File: config.mk
export PLATFORM = sky130hd
export DESIGN_NAME = hazard_scoreboard_unit
export DESIGN_NICKNAME = d
export VERILOG_FILES = /design/src/rtl/hazard_scoreboard_unit.sv
export SDC_FILE = /design/constraint.sdc
export NUM_CORES = 1
export LEC_CHECK = 0
export CORE_ASPECT_RATIO = 0.5
export CORE_MARGIN = 2
export CORE_UTILIZATION = 30
export DETAILED_ROUTE_END_ITERATION = 7
export PLACE_DENSITY = 0.68
export SYNTH_ARGS = -nofsm -noshare
export SYNTH_HDL_FRONTEND = slang
export SYNTH_SLANG_ARGS = --single-unit
File: constraint.sdc
create_clock -name clk -period 5.7 [get_ports clk]
set_input_delay 0.855 -clock clk [delete_from_list [all_inputs] [get_ports clk]]
set_output_delay 0.855 -clock clk [all_outputs]
set_load 0.01 [all_outputs]
File: src/rtl/hazard_scoreboard_unit.sv
// hazard_scoreboard_unit
// Hazard control for the 5-stage RISC-V pipeline with an iterative
// multi-cycle execute unit (mul/div).
// Ports:
//   clk, reset               clock, asynchronous active-high reset
//   rs1_d, rs2_d             sources of the instruction in D
//   rs1_e, rs2_e, rd_e       sources/destination of the instruction in E
//   rd_m, rd_w               destinations in M and W
//   reg_write_m/_w           M/W instruction writes the register file
//   result_src_e_lsb         E instruction is a load
//   pc_src_e                 taken branch/jump resolved in E
//   mc_start_e               multi-cycle op present in E (held while in E)
//   stall_f/_d/_e            hold PC, IF/ID, ID/EX
//   flush_d/_e               clear IF/ID, ID/EX
//   bubble_m                 clear EX/MEM
//   forward_a_e/_b_e         00 regfile, 01 W result, 10 M result
//   mc_busy, mc_done         FSM in BUSY / final EX cycle of the op
//   stall_cnt                saturating count of stall_f cycles
module hazard_scoreboard_unit #(
  parameter int unsigned REG_ADDR_W = 5,
  parameter int unsigned MC_LATENCY = 4,
  parameter int unsigned CNT_W      = 16
) (
  input  logic                  clk,
  input  logic                  reset,
  input  logic [REG_ADDR_W-1:0] rs1_d,
  input  logic [REG_ADDR_W-1:0] rs2_d,
  input  logic [REG_ADDR_W-1:0] rs1_e,
  input  logic [REG_ADDR_W-1:0] rs2_e,
  input  logic [REG_ADDR_W-1:0] rd_e,
  input  logic [REG_ADDR_W-1:0] rd_m,
  input  logic [REG_ADDR_W-1:0] rd_w,
  input  logic                  reg_write_m,
  input  logic                  reg_write_w,
  input  logic                  result_src_e_lsb,
  input  logic                  pc_src_e,
  input  logic                  mc_start_e,
  output logic                  stall_f,
  output logic                  stall_d,
  output logic                  stall_e,
  output logic                  flush_d,
  output logic                  flush_e,
  output logic                  bubble_m,
  output logic [1:0]            forward_a_e,
  output logic [1:0]            forward_b_e,
  output logic                  mc_busy,
  output logic                  mc_done,
  output logic [CNT_W-1:0]      stall_cnt
);

  localparam int unsigned CW = (MC_LATENCY > 1) ? $clog2(MC_LATENCY) : 1;

  typedef enum logic [1:0] {
    IDLE = 2'd0,
    BUSY = 2'd1,
    DONE = 2'd2
  } state_t;

  state_t        state;
  logic [CW-1:0] cnt;
  logic          mc_hold;
  logic          lw;

  // cnt counts remaining BUSY cycles after the current one; loading
  // MC_LATENCY-3 yields MC_LATENCY-2 BUSY cycles.
  always_ff @(posedge clk or posedge reset) begin
    if (reset) begin
      state <= IDLE;
      cnt   <= '0;
    end else begin
      case (state)
        IDLE: begin
          if (mc_start_e) begin
            cnt   <= CW'(MC_LATENCY - 3);
            state <= BUSY;
          end
        end
        BUSY: begin
          if (cnt == '0) state <= DONE;
          else           cnt   <= cnt - CW'(1);
        end
        DONE:    state <= IDLE;  // same op still in E; start is ignored
        default: state <= IDLE;
      endcase
    end
  end

  always_ff @(posedge clk or posedge reset) begin
    if (reset)                          stall_cnt <= '0;
    else if (stall_f && stall_cnt != '1) stall_cnt <= stall_cnt + CNT_W'(1);
  end

  assign mc_hold = ((state == IDLE) && mc_start_e) || (state == BUSY);
  assign lw      = result_src_e_lsb && (rd_e != '0) &&
                   ((rd_e == rs1_d) || (rd_e == rs2_d));

  always_comb begin
    stall_f     = 1'b0;
    stall_d     = 1'b0;
    stall_e     = 1'b0;
    flush_d     = 1'b0;
    flush_e     = 1'b0;
    bubble_m    = 1'b0;
    forward_a_e = 2'b00;
    forward_b_e = 2'b00;
    if (!reset) begin
      if (reg_write_m && rd_m != '0 && rd_m == rs1_e)      forward_a_e = 2'b10;
      else if (reg_write_w && rd_w != '0 && rd_w == rs1_e) forward_a_e = 2'b01;
      if (reg_write_m && rd_m != '0 && rd_m == rs2_e)      forward_b_e = 2'b10;
      else if (reg_write_w && rd_w != '0 && rd_w == rs2_e) forward_b_e = 2'b01;

      if (mc_hold) begin
        stall_f  = 1'b1;
        stall_d  = 1'b1;
        stall_e  = 1'b1;
        bubble_m = 1'b1;
      end else if (pc_src_e) begin
        flush_d = 1'b1;
        flush_e = 1'b1;
      end else if (lw) begin
        stall_f = 1'b1;
        stall_d = 1'b1;
        flush_e = 1'b1;
      end
    end
  end

  assign mc_busy = !reset && (state == BUSY);
  assign mc_done = !reset && (state == DONE);

endmodule

# Word-level counts from Yosys, hierarchy flattened
# Cells that the tools add are included.
dict set report classes {
  n_addsub 2
  n_eq_ne 12
  n_mux 23
  n_reduce_logical 23
}
# operator count
set op_table {}
lappend op_table {{5-bit == test} 6}
lappend op_table {{16-bit by 1-bit adder with 16-bit output, second input constant} 1}
lappend op_table {{16-bit != test, second input constant} 1}
lappend op_table {{5-bit nonzero test} 3}
lappend op_table {{1-bit 2-to-1 mux} 14}
lappend op_table {{2-bit 2-to-1 mux} 7}
lappend op_table {{1-bit logical AND} 12}
lappend op_table {{2-bit one-hot mux with 2 select lines} 2}
lappend op_table {{2-bit != test, second input constant} 3}
lappend op_table {{2-bit zero test} 2}
lappend op_table {{3-bit AND reduction} 1}
lappend op_table {{2-bit by 1-bit == test with 1-bit output, second input constant} 1}
lappend op_table {{2-bit == test, second input constant} 1}
lappend op_table {{1-bit logical OR} 2}
lappend op_table {{2-bit AND reduction} 1}
lappend op_table {{2-bit nonzero test} 1}
lappend op_table {{2-bit by 1-bit subtractor with 2-bit output, second input constant} 1}
lappend op_table {{1-bit zero test} 1}
dict set report totals {
  register_bits 20
  wordCells 63
}

# Logic depth before layout (Yosys ltp)
dict set report logic_depth {
  depth_word 8
  depth_mapped 7
}

# Worst setup path after synthesis
# OpenSTA, ideal clock, no wires.
dict set report synth_timing {
  path_type {in2out}
  startpoint {input port reset}
  endpoint {output port forward_b_e[0]}
  t_arrival_ns 2.409
  t_required_ns 4.845
  slack_ns 2.436
  path_stages 4
  path_buffers 0
  cell_sequence {inv_1 o211ai_1 or4_1 nor4_1}
}
dict set report synth_between {
  elab_chain_len 1
}
# item line
set synth_lines {}
lappend synth_lines {{from (decl)} 25} ;# input logic reset,
lappend synth_lines {{2-bit 2-to-1 mux} 106} ;# if (!reset) begin
lappend synth_lines {{to (decl)} 45} ;# output logic [1:0] forward_b_e,
# No other way between the ends.

# Worst setup path in the final report
dict set report layout_timing {
  startpoint {input port rd_m[1]}
  endpoint {output port forward_b_e[0]}
}
dict set report layout_between {
  elab_chain_len 5
}
# item line
set layout_lines {}
lappend layout_lines {{from (decl)} 31} ;# input logic [REG_ADDR_W-1:0] rd_m,
lappend layout_lines {{5-bit nonzero test} 109} ;# if (reg_write_m && rd_m != '0 && rd_m == rs2_e) forward_b_e = 2'b10;
lappend layout_lines {{1-bit logical AND} 109}
lappend layout_lines {{1-bit logical AND (*)} 109}
lappend layout_lines {{2-bit 2-to-1 mux (*)} 109}
lappend layout_lines {{2-bit 2-to-1 mux (*)} 106}
# Mark *: on every way between the ends. The rest lies on a longest branch, timed or not.

==> results.txt <==
* Result of the run: complete, no violations
* Area of placed instances: 2220 µm²
* Time the final worst path needs with I/O delays and setup: 4.06 ns
- Die W: about 100 µm
- The floorplan step defined a die boundary enclosing 5510 µm².
* Clock Latency Late Sink: roughly 0.26 ns
- For this configuration, the core starts out at a cell density of 0.323.
- Final worst-path cycle share: 0.713
- Setup repair after global routing left no endpoint under its margin.
- After synthesis the netlist holds a flip-flop and latch count of 20.
- Standard cell core area: between 4000 and 5000 µm²
- H-tree levels: 1
* Clk Tree Root Cell: clkbuf_8
* Detail-routed net length per standard cell: 12.5 µm
- Number of antenna repair diodes: 0
* Relative slew margins: 0.695
- Areal power density over the cells: 296 nW/µm²
- The worst setup path is captured at an output pin.
- Of all flip-flops after synthesis, the portion carrying an async set or reset was 1.00.
* Avg Vias per Cell: between 4 and 5
- The analysis attributes to cell leakage a power of 0.912 nW.
* Number of CTS-inserted buffers: 3
- CP arrival: 3.21 ns
- Yosys printed 0 warnings.
- Post-CTS setup repair buffer count: 0
- In this run the mean area of a mapped cell was between 9 and 10 µm².
- Pin slew with the least headroom to its limit: about 0.46 ns
* Final HPWL DP: slightly above 3000 µm
- The worst setup path is of the in2out kind.
- Layout Utilization: 0.504
* Post-cts gate resize count: 0
- The tree built by TritonCTS fans out to 20 sinks.
- The biggest area contributor in the post-synthesis netlist is dfrtp_1.
- For the final database, setup skew stands at 0.00756 ns.
- Number of buffers inserted by port buffering: 69
- Max Fanout on Critical Path: 4
* Total number of placement rows: 17
- Post-synthesis instance area: between 1000 and 1500 µm²
- Required time at the endpoint of the critical path: 4.85 ns
- Most common flop cell mapped by yosys: dfrtp_1
* Sequential-to-total area share from yosys stat: 0.340
- Violation count after the first detailed-route iteration: 44
* Final routed DRC violation total: 0
- Timing would allow up to 246 MHz.
* Overall die height: 53.5 µm
- In the final layout, the share of cells above drive strength 1 is 0.0429.
* Boundary Pins: 70
* Synth top area share: 0.340
* Maximum ir drop on the vdd rail: around 0.11 mV
- The total overflow left after global routing is 0.
- Antenna Nets Post-Route: 0
- Number of iterations in the first detailed-routing pass: 4
- For this block, the via count after detailed routing is around 1400.
- The area growth from synthesis to layout is 56.2%.
- Summed over all failing endpoints, the final setup total negative slack is 0 ns.
- Setup violations remaining at the end of the flow were counted as 0.
- Sorting the synthesized cells by area gives the leading types as dfrtp_1, xnor2_1, xor2_1.
- Counting every net in the synthesized netlist gives approximately 210.
- Hold_buf cts: 0
- The initial antenna violation count came to 0.
- Maximum Capacitance Violations: 0
- The clock passes through at most 2 buffers.
- Via count of the first global-routing pass: roughly 1400
* Clock-pin slew on the worst setup and hold paths: around 0.080 ns
- Yosys instantiated no cell more often than xnor2_1.
- Worst hold-check path type: reg2reg
- Post-synthesis cell type count: 33
- The number of pins exceeding their max-slew limit in the final report was 0.
- Total wire length: between 3000 and 4000 µm
- Routability-driven placement finished with a final weighted congestion of between 0.9 and 1.
* Global-route wire length before repair: between 6000 and 7000 µm
- By count the netlist is led by xnor2_1, dfrtp_1, xor2_1, nor3_1.
- TritonCTS built the clock tree.
- Synthesized netlist cell count: 162
* Non-Filler Cell Area, Final: between 2000 and 2500 µm²
* Endpoints failing hold: 0
- For this run, the total global-route usage over all layers was measured as 0.141.
- EDFF count, synth: 0
* Total Nets Final: between 200 and 300
- Sum of internal, switching and leakage power: between 0.6 and 0.7 mW
* Largest net degree at the start of global routing: 23
- STA classifies the critical path startpoint as an input port.
[worst max-delay path, cell delays in order]
cell	delay [ns]
clkdlybuf4s50_1	0.47
or4_1	0.53
o21ai_0	0.34
nor3_1	0.12
nor4_1	0.31
clkdlybuf4s50_1	0.59
[cell type report]
type                       instances  area (µm²)
multi-input combinational        132         917
timing repair buffer              70         698
inverter                           7        26.3
clock buffer                       3        41.3
fill                             443        2260
clock inverter                     1        30.0
tap                               66        82.6
sequential                        20         500
[flip-flops by register name (all words and copies together), names as in the netlist]
signal     count
cnt            2
stall_cnt     16
state          2
[power by group]
group / switching [mW] / total (mW) / internal [mW]
sequential: 0.0507 / 0.234 / 0.183
combinational: 0.130 / 0.304 / 0.174
clock: 0.0480 / 0.142 / 0.0937
[cell families (layout without fill, tap and decap cells)]
group | count (synthesis) | in the layout | synth area share
AO/OA/AOI/OAI | 14 | 14 | 0.0698
XOR/XNOR | 43 | 43 | 0.256
adder cells (fa/ha/maj) | 2 | 2 | 0.0170
buffers and inverters | 10 | 81 | 0.0357
flip-flops | 20 | 20 | 0.340
multiplexers | 3 | 3 | 0.0272
AND/OR/NAND/NOR | 70 | 70 | 0.254
[cell usage in the layout, fill, tap and decap left out, drive strengths merged, types with 2 or more instances in the layout]
master and count:
nor2 7, inv 7, clkdlybuf4s50 69, nor3b 4, nor4 6, clkbuf 3
xnor2 23, nor3 15, or4 4, or3 3, ha 2, xor2 20
nand2 12, dfrtp 20, and3 4, mux2 2, nand3 12, o21ai 5
a21oi 2
[metrics by stage]
stage / worst slack, ns / cells / hold slack (ns)
after floorplan: 2.44 / 162 / 0.473
after global placement: 1.66 / 295 / 0.487
after detailed placement: 1.64 / 295 / 0.487
after CTS: 1.62 / 299 / 0.499
after global routing: 1.47 / 299 / 0.515
final: 1.64 / 299 / 0.500
[path summary, 6_finish.rpt]
path | slack (ns) | cells after the start | end | from
min | 0.50 | 1 | stall_cnt[8] | stall_cnt[8]
max reg2reg | 3.52 | 7 | stall_cnt[1] | stall_cnt[1]
min reg2reg | 0.50 | 1 | stall_cnt[8] | stall_cnt[8]
min in group asynchronous | 1.17 | 3 | stall_cnt[12] | reset
max in group asynchronous | 4.31 | 3 | stall_cnt[0] | reset
max | 1.64 | 6 | forward_b_e[0] | rd_m[1]
[metal layers]
| metal | wire, µm | global-route usage | vias up |
|---|---|---|---|
| met5 | 0 | 0 | - |
| met4 | 42 | 0.0504 | 0 |
| met3 | 176 | 0.0304 | 4 |
| met2 | 1920 | 0.246 | 46 |
| met1 | 1590 | 0.175 | 659 |
| li1 | - | - | 705 |
(Power assumes the default switching activity.)
